[src/rtl/mul_booth_r4_unit_pkg.sv]
// Shared definitions for the radix-4 Booth multiplier: RISC-V op encodings,
// controller states and the number of Booth steps for a given operand width.
package mul_pkg;

    typedef enum logic [1:0] {
        MUL_OP_MUL    = 2'b00,
        MUL_OP_MULH   = 2'b01,
        MUL_OP_MULHSU = 2'b10,
        MUL_OP_MULHU  = 2'b11
    } mul_op_e;

    typedef enum logic [1:0] {
        IDLE = 2'b00,
        CALC = 2'b01,
        DONE = 2'b10
    } mul_state_e;

    // Operands are widened by two bits, so each retires two bits per step.
    function automatic int booth_steps(input int xlen);
        return xlen / 2 + 1;
    endfunction

endpackage

[src/rtl/mul_booth_r4_unit_core.sv]
// Radix-4 Booth datapath: shifted multiplicand, retiring multiplier,
// accumulator and step counter. One recoded digit is added per cycle.
module mul_booth_r4_core
    import mul_pkg::*;
#(
    parameter int XLEN = 32
) (
    input  logic              clk,
    input  logic              rst,
    input  logic              start,
    input  logic              kill,
    input  logic [XLEN+1:0]   a_ext,
    input  logic [XLEN+1:0]   b_ext,
    output logic              done,
    output logic [2*XLEN-1:0] product
);

    localparam int EW    = XLEN + 2;
    localparam int ACC_W = 2 * XLEN + 4;
    localparam int CNT_W = $clog2(XLEN / 2 + 2);

    logic [ACC_W-1:0] acc;
    logic [ACC_W-1:0] acc_next;
    logic [ACC_W-1:0] mcand;
    logic [ACC_W-1:0] addend;
    logic [EW-1:0]    mplier;
    logic             prev;
    logic [CNT_W-1:0] count;

    // Booth recoding of the 3-bit window {b[2i+1], b[2i], b[2i-1]}.
    always_comb begin
        addend = '0;
        case ({mplier[1:0], prev})
            3'b001, 3'b010: addend = mcand;
            3'b011:         addend = mcand << 1;
            3'b100:         addend = -(mcand << 1);
            3'b101, 3'b110: addend = -mcand;
            default:        addend = '0;
        endcase
        acc_next = acc + addend;
    end

    // Exposing the post-add sum lets the controller capture the product on the final step edge.
    assign done    = (count == CNT_W'(1));
    assign product = acc_next[2*XLEN-1:0];

    always_ff @(posedge clk or negedge rst) begin
        if (!rst) begin
            acc    <= '0;
            mcand  <= '0;
            mplier <= '0;
            prev   <= 1'b0;
            count  <= '0;
        end else if (kill) begin
            count <= '0;
        end else if (start) begin
            acc    <= '0;
            mcand  <= {{(ACC_W-EW){a_ext[EW-1]}}, a_ext};
            mplier <= b_ext;
            prev   <= 1'b0;
            count  <= CNT_W'(booth_steps(XLEN));
        end else if (count != '0) begin
            acc    <= acc_next;
            mcand  <= mcand << 2;
            mplier <= {{2{mplier[EW-1]}}, mplier[EW-1:2]};
            prev   <= mplier[1];
            count  <= count - CNT_W'(1);
        end
    end

endmodule

[src/rtl/mul_booth_r4_unit.sv]
// Iterative radix-4 Booth multiplier for the execute stage: RISC-V MUL/MULH/
// MULHSU/MULHU, tag passthrough, zero-operand early-out and output backpressure.
module mul_booth_r4_unit
    import mul_pkg::*;
#(
    parameter int XLEN      = 32,
    parameter int TAG_W     = 5,
    parameter int EARLY_OUT = 1
) (
    input  logic             clk,
    input  logic             rst,
    input  logic             in_valid,
    output logic             in_ready,
    input  logic [1:0]       in_op,
    input  logic [XLEN-1:0]  in_a,
    input  logic [XLEN-1:0]  in_b,
    input  logic [TAG_W-1:0] in_tag,
    input  logic             flush,
    output logic             out_valid,
    input  logic             out_ready,
    output logic [XLEN-1:0]  out_hi,
    output logic [XLEN-1:0]  out_lo,
    output logic [TAG_W-1:0] out_tag,
    output logic             busy
);

    mul_state_e          state;
    logic                zero_r;
    logic [TAG_W-1:0]    tag_r;
    logic                sign_a;
    logic                sign_b;
    logic [XLEN+1:0]     a_ext;
    logic [XLEN+1:0]     b_ext;
    logic                start;
    logic                kill;
    logic                core_done;
    logic [2*XLEN-1:0]   product;

    // Two extra bits turn every op into a signed*signed product of the widened operands.
    always_comb begin
        sign_a = (in_op != MUL_OP_MULHU) && in_a[XLEN-1];
        sign_b = ((in_op == MUL_OP_MUL) || (in_op == MUL_OP_MULH)) && in_b[XLEN-1];
        a_ext  = {{2{sign_a}}, in_a};
        b_ext  = {{2{sign_b}}, in_b};
    end

    assign start    = (state == IDLE) && in_valid && !flush;
    assign kill     = flush || ((state == CALC) && zero_r);
    assign in_ready = (state == IDLE);
    assign busy     = (state != IDLE);

    mul_booth_r4_core #(
        .XLEN (XLEN)
    ) u_core (
        .clk     (clk),
        .rst     (rst),
        .start   (start),
        .kill    (kill),
        .a_ext   (a_ext),
        .b_ext   (b_ext),
        .done    (core_done),
        .product (product)
    );

    // Results are only published on entry to DONE, so a flushed op never leaks a partial sum.
    always_ff @(posedge clk or negedge rst) begin
        if (!rst) begin
            state     <= IDLE;
            zero_r    <= 1'b0;
            tag_r     <= '0;
            out_valid <= 1'b0;
            out_hi    <= '0;
            out_lo    <= '0;
            out_tag   <= '0;
        end else begin
            case (state)
                IDLE: begin
                    if (start) begin
                        state  <= CALC;
                        tag_r  <= in_tag;
                        zero_r <= (EARLY_OUT != 0) && ((in_a == '0) || (in_b == '0));
                    end
                end
                CALC: begin
                    if (flush) begin
                        state <= IDLE;
                    end else if (zero_r) begin
                        state     <= DONE;
                        out_valid <= 1'b1;
                        out_hi    <= '0;
                        out_lo    <= '0;
                        out_tag   <= tag_r;
                    end else if (core_done) begin
                        state     <= DONE;
                        out_valid <= 1'b1;
                        out_hi    <= product[2*XLEN-1:XLEN];
                        out_lo    <= product[XLEN-1:0];
                        out_tag   <= tag_r;
                    end
                end
                DONE: begin
                    if (out_ready || flush) begin
                        state     <= IDLE;
                        out_valid <= 1'b0;
                    end
                end
                default: state <= IDLE;
            endcase
        end
    end

endmodule
[config.mk]
export PLATFORM = sky130hd
export DESIGN_NAME = mul_booth_r4_unit
export DESIGN_NICKNAME = d
export VERILOG_FILES = /design/src/rtl/mul_booth_r4_unit_pkg.sv /design/src/rtl/mul_booth_r4_unit_core.sv /design/src/rtl/mul_booth_r4_unit.sv
export SDC_FILE = /design/constraint.sdc
export NUM_CORES = 1
export LEC_CHECK = 0
export BUFFER_PORTS_ARGS = -buffer_cell sky130_fd_sc_hd__clkbuf_2
export CAP_MARGIN = 15
export CORE_MARGIN = 2
export CORE_UTILIZATION = 55
export DETAILED_ROUTE_END_ITERATION = 6
export GPL_ROUTABILITY_DRIVEN = 0
export GPL_TIMING_DRIVEN = 0
export PLACE_DENSITY = 0.74
export SETUP_SLACK_MARGIN = 0.2
export SLEW_MARGIN = 5
export SYNTH_ARGS = -nofsm -noshare
export SYNTH_HDL_FRONTEND = slang
export SYNTH_HIERARCHICAL = 1
export SYNTH_SLANG_ARGS = --single-unit
[constraint.sdc]
create_clock -name clk -period 16.3 [get_ports clk]
set_input_delay 2.445 -clock clk [delete_from_list [all_inputs] [get_ports clk]]
set_output_delay 2.445 -clock clk [all_outputs]
set_load 0.005 [all_outputs]
==> summary.md, run 1 <==
| Metric | Value |
|---|---|
| Final Setup Violations | `0` |
| Status | `complete, but fails checks` |
| CTS tree | `yes` |
| DRT Wirelength | `55.9 mm` |
| Vias in the first global route | `16500` |
| Hold-fix buffers, CTS | `0` |
| Initial antenna violation count | `1` |
| Layout cells sized above 1 | `10.6%` |
| CP Data Arrival Time | `8.25 ns` |
| Setup Crit Path Kind | `reg -> reg` |
| Critical Path RT | `16.77 ns` |
| Unrepaired setup endpoints after global routing | `false` |
| Max cap viols | `0` |
| Largest area contributor in the netlist | `dfrtp_1` |
| Fin. max-slew vios | `0` |
| Mapped Cells | `2119` |
| EDFF count, synth | `0` |
| Max Clock Skew | `0.00922 ns` |
| Failing checks | `design-rule violations` |
| Seq/Total Area, Yosys | `35.0%` |
| Hold/Removal Path Class | `reg -> reg` |
| CP Capture Type | `flop` |
| Crit path launch type | `flop` |
| Max Freq | `0.129 GHz` |
| Grt total ovfl | `0` |
| Tcrit/Tclk final | `47.7%` |
| Post-CTS resize count | `0` |
| # port buffers | `147` |
| Ys async rst share | `100%` |
| Die width | `183 um` |
| Area grow syn2layout | `13.1%` |
| Clk buf depth | `3` |
| Placed Cells | `2671` |
| CTS root buf | `clkbuf_16` |
| Nets | `2445` |
| Final Hold Fails | `0` |
| Synth cell count leaders | `314 x nand2_1, 246 x dfrtp_1, 195 x o21ai_0` |
| H-tree Lvls | `1` |
| CP Max Fanout | `8` |
| Routed WL per cell | `20.5 um` |
| # DRC | `11` |
| Initial Utilization | `55.8%` |
| Filler cells | `2752` |
| Antenna-violating nets left | `0` |
| # Post-CTS Setup Buffers | `0` |
| Syn Nets | `2263` |
| Non-Filler Instances | `2724` |
| Die area | `33500 um2` |
| Worst skew pair latency | `0.56 ns` |
| Synth warn | `6` |
| Vias/cell | `6.40` |
| Most common cell in the netlist | `nand2_1` |
| Synth area leaders | `dfrtp_1 35%, nand2_1 6.7%, o21ai_0 5.5%, xnor2_1 5.1%, ha_1 4.8%` |
| Min Tclk post-route | `7.78 ns` |
| Largest net degree at the start of global routing | `109` |
| Vias | `17400` |
| Worst-path clk slew | `0.06 ns` |
| DR pass1 iterations | `7` |
| First-pass GRT wire length | `88.3 mm` |
| GRT Util Overall | `33.0%` |
| #FFs+latches synth | `246` |
| Post-synth cell types | `74` |
| Post-synth top area share | `35.0%` |
| Post-DP HPWL | `41.6 mm` |
| Max_slew headroom | `20.5%` |
| Synthesized area | `17600 um2` |
| Main flop type after synthesis | `dfrtp_1` |
| Iter 0 DRT Violations | `2012` |
| Ant diodes | `0` |
| Ports | `148` |
| Core ar. | `31600 um2` |
| Num CTS Buffers | `29` |
| Row count | `65` |
| Avg Synthesized Cell Area | `8.31 um2` |
| Sink Count | `246` |
| Slew @ Worst Pin | `1.18 ns` |
| Die height | `183 um` |
| Setup TNS | `0 ns` |
==> cell type report <==
class	count	area (um2)	share of cell area (%)
clock buffer	42	845	4.24
tap	402	503	2.52
clock inverter	10	141	0.710
sequential	246	6160	30.9
multi-input combinational	1634	10500	52.7
buffer	174	722	3.62
timing repair buffer	151	818	4.11
inverter	65	244	1.22
==> path summary, 6_finish.rpt <==
path | cells after the start | slack [ns] | from | endpoint
worst max-delay path | 24 | 8.52 | u_core/mcand[0] | out_hi[29]
min in group asynchronous | 1 | 1.82 | rst | u_core/acc[1]
worst min-delay path | 2 | 0.48 | u_core/mplier[4] | u_core/mplier[4]
worst min register to register | 2 | 0.48 | u_core/mplier[4] | u_core/mplier[4]
max in group asynchronous | 2 | 13.58 | rst | out_hi[13]
worst max register to register | 24 | 8.52 | u_core/mcand[0] | out_hi[29]
==> metal layers <==
metal  global-route usage (%)  routed length, um  vias up
met1                     46.4              23800     8241
met4                     14.2               2830        2
li1                         -                  -     7978
met3                     5.20               5570      220
met5                        0                 11        -
met2                     50.5              23700      993
==> logic make-up (layout without fill, tap and decap cells) <==
| group | after synthesis | after routing | share of synthesized area, % |
|---|---|---|---|
| mux | 87 | 87 | 5.14 |
| simple gates | 673 | 673 | 18.2 |
| compound gates | 665 | 665 | 24.3 |
| flops | 246 | 246 | 35.0 |
| fa+ha+maj | 68 | 68 | 4.87 |
| buf+inv | 239 | 442 | 5.48 |
| xor+xnor | 141 | 141 | 7.01 |
==> flip-flops by register name, summed over array words and instances (netlist names) <==
| name | flops |
|---|---|
| u_core/acc | 64 |
| u_core/mcand | 64 |
| u_core/mplier | 34 |
| out_hi | 32 |
| out_lo | 32 |
| out_tag | 5 |
| tag_r | 5 |
| u_core/count | 5 |
| state | 2 |
| out_valid | 1 |
| u_core/prev | 1 |
| zero_r | 1 |
==> through the flow <==
step / hold WS, ns / utilization [%] / area (um2) / worst slack (ns)
final: 0.479 / 63.1 / 19900 / 8.52
after global routing: 0.498 / 63.1 / 19900 / 8.12
after CTS: 0.484 / 63.1 / 19900 / 8.72
after detailed placement: 0.470 / 60.0 / 18900 / 8.79
after global placement: 0.463 / 59.7 / 18900 / 7.81
after floorplan: 0.449 / - / 17600 / 10.47
==> critical path, cell delays in order, from the launching register on <==
cell and delay, ns:
dfrtp_1 0.45, inv_1 0.13, ha_1 0.24, or4b_1 0.46
clkbuf_1 0.20, or2_2 0.31, clkbuf_1 0.19, or4_1 0.50
or3_1 0.37, nand2_1 0.10, xnor2_1 0.09, a32oi_1 0.16
nor2_1 0.06, a311o_1 0.40, ha_1 0.43, nand4_1 0.19
a2111oi_0 0.50, o21ai_0 0.45, o41ai_1 0.89, nor4b_1 0.40
o21ai_0 0.31, o21ai_0 0.32, xor2_1 0.28, nand2b_1 0.11
o21ai_1 0.13
==> placed cells by master (no fill, tap or decap), types with 54 or more instances in the layout <==
cell type  instances
inv_1             65
a22o_1            54
xnor2_1          102
o21ai_0          195
nand2_1          314
nand2b_1          86
a21oi_1          113
dfrtp_1          246
ha_1              67
mux2i_1           75
clkbuf_2         148
clkbuf_1         159
nor2_1            87
Power of run 1 is left out: the tool's default activity adds up to more than one toggle a clock period on the data nets, which glitch-free logic cannot reach.
==> run 2, diff against run 1 <==
--- a/config.mk
+++ b/config.mk
@@ -12,7 +12,7 @@
 export DETAILED_ROUTE_END_ITERATION = 6
 export GPL_ROUTABILITY_DRIVEN = 0
 export GPL_TIMING_DRIVEN = 0
-export PLACE_DENSITY = 0.74
+export PLACE_DENSITY = 0.77
 export SETUP_SLACK_MARGIN = 0.2
 export SLEW_MARGIN = 5
 export SYNTH_ARGS = -nofsm -noshare
==> constraint.sdc (replaced) <==
create_clock -name clk -period 6.26 [get_ports clk]
set_input_delay 0.939 -clock clk [delete_from_list [all_inputs] [get_ports clk]]
set_output_delay 0.939 -clock clk [all_outputs]
set_load 0.005 [all_outputs]
==> summary.md, run 2 (synthesized netlist as in run 1, its figures left out) <==
| Metric | Value |
|---|---|
| Ports | `148 (unchanged)` |
| CP peak stage delay | `0.50 ns (-0.39 ns)` |
| Non-Filler Instances | `2755 (+1.1%)` |
| Routed WL per cell | `21.2 um (+3.5%)` |
| Largest net degree at the start of global routing | `109 (unchanged)` |
| Most common cell after layout, fill and taps aside | `nand2_1` |
| Vias in the first global route | `16700 (+1.1%)` |
| Worst R2R Start | `u_core/mcand[1]` |
| Layout cells sized above 1 | `16.1% (+5.6 points)` |
| CTS root buf | `clkbuf_16` |
| Row count | `65 (unchanged)` |
| Worst skew pair latency | `0.57 ns (about the same)` |
| Tcrit/Tclk final | `99.0% (+51 points)` |
| Core ar. | `31600 um2 (unchanged)` |
| Final Setup Violations | `0 (unchanged)` |
| Status | `complete, but fails checks` |
| Initial Utilization | `55.8% (unchanged)` |
| CP Max Fanout | `4 (-4)` |
| Crit-path leading delay family | `simple AND/OR/NAND/NOR gates` |
| Final Hold Fails | `0 (unchanged)` |
| Vias/cell | `6.48 (+1.3%)` |
| Filler cells | `2624 (-4.7%)` |
| Most frequent cells in the layout | `313 x nand2_1, 243 x dfrtp_1, 179 x o21ai_0` |
| Slowest cell on crit path | `or4_4` |
| Critical Path RT | `6.75 ns (-10.02 ns)` |
| Area grow syn2layout | `18.1%` |
| Post-DP HPWL | `41.4 mm (-0.43%)` |
| First-pass GRT wire length | `89.9 mm (+1.8%)` |
| DRT Wirelength | `58.5 mm (+4.6%)` |
| GRT Util Overall | `33.7% (+0.72 points)` |
| Die area | `33500 um2 (unchanged)` |
| Clk buf depth | `3 (unchanged)` |
| H-tree Lvls | `1 (unchanged)` |
| Placed Cells | `2671 (unchanged)` |
| Max_slew headroom | `22.5% (+2.1 points)` |
| Worst Setup SP | `u_core/mcand[1]` |
| Unrepaired setup endpoints after global routing | `true` |
| Ant diodes | `0 (unchanged)` |
| Die width | `183 um (unchanged)` |
| Sink Count | `246 (unchanged)` |
| Antenna-violating nets left | `0 (unchanged)` |
| Design area | `20800 um2 (+4.4%)` |
| Failing checks | `design-rule violations` |
| Grt total ovfl | `0 (unchanged)` |
| CP Data Arrival Time | `6.68 ns (-1.57 ns)` |
| Initial antenna violation count | `0 (-1)` |
| Hold-fix buffers, CTS | `0 (unchanged)` |
| CP Buf/Inv Count | `6 (+3)` |
| Max Clock Skew | `0.0243 ns (+0.0151 ns)` |
| Iter 0 DRT Violations | `2230 (+11%)` |
| Placed inst area | `18900 um2 (unchanged)` |
| # DRC | `142 (+131)` |
| Fin. max-slew vios | `0 (unchanged)` |
| Setup Crit Path Kind | `reg -> reg` |
| CTS tree | `yes` |
| Hold/Removal Path Class | `in -> async` |
| CP Capture Type | `flop` |
| Num CTS Buffers | `27 (-6.9%)` |
| DR pass1 iterations | `7 (unchanged)` |
| Worst-path clk slew | `0.06 ns (about the same)` |
| Crit path launch type | `flop` |
| Vias | `17900 (+2.4%)` |
| Die height | `183 um (unchanged)` |
| # port buffers | `147 (unchanged)` |
| Min Tclk post-route | `6.20 ns (-1.58 ns)` |
| Max cap viols | `0 (unchanged)` |
| Leading registers by flop count | `u_core/acc: 64 flops, u_core/mcand: 64 flops, u_core/mplier: 34 flops` |
| Slew @ Worst Pin | `1.16 ns (-0.0238 ns)` |
| Nets | `2481 (+1.5%)` |
| Hold slack | `0.332 ns (-0.147 ns)` |
| Max Freq | `0.161 GHz (+26%)` |
## run 2: repair_timing
item                       4_1_cts  5_1_grt
buffers inserted                13       26
resized for setup               60      108
setup endpoints to repair       58       48
pin swaps                       17       41
## run 2: path summary, 6_finish.rpt
kind	endpoint	slack [ns]	cells past startpoint
worst max register to register	u_core/acc[61]	0.06	27
min in group clk	u_core/mplier[10]	0.48	2
worst min register to register	u_core/mplier[10]	0.48	2
worst max-delay path	u_core/acc[61]	0.06	27
max in group asynchronous	u_core/mcand[52]	5.00	2
worst min-delay path	u_core/mcand[6]	0.33	1
## run 2: routing by layer
layer  track usage (%)  up-vias  wire (um)  part of all wire, %
li1                  -     8057          -                    -
met1              46.2     8425      23400                   40
met2              50.8     1076      25300                   43
met3              6.97      294       6600                   11
met4              16.4        2       3230                  5.5
met5              1.19        -         26                0.044
## run 2: metrics by stage
step	utilization, %	setup TNS (ns)	setup slack, ns
6_report	65.9	0	0.0613
5_1_grt	65.9	-0.332	-0.147
4_1_cts	64.1	0	0.151
3_5_place_dp	60.0	-18.59	-1.23
3_3_place_gp	59.7	-179.85	-1.17
2_1_floorplan	-	0	0.429
## run 2: layout make-up
class | instances | area, um2 | share of cell area, %
sequential | 246 | 6160 | 29.6
buffer | 174 | 764 | 3.68
clock inverter | 11 | 198 | 0.951
multi-input combinational | 1634 | 11100 | 53.1
inverter | 65 | 244 | 1.17
tap | 402 | 503 | 2.42
clock buffer | 34 | 762 | 3.66
timing repair buffer | 189 | 1110 | 5.34
Power of run 2 is left out for the same reason.
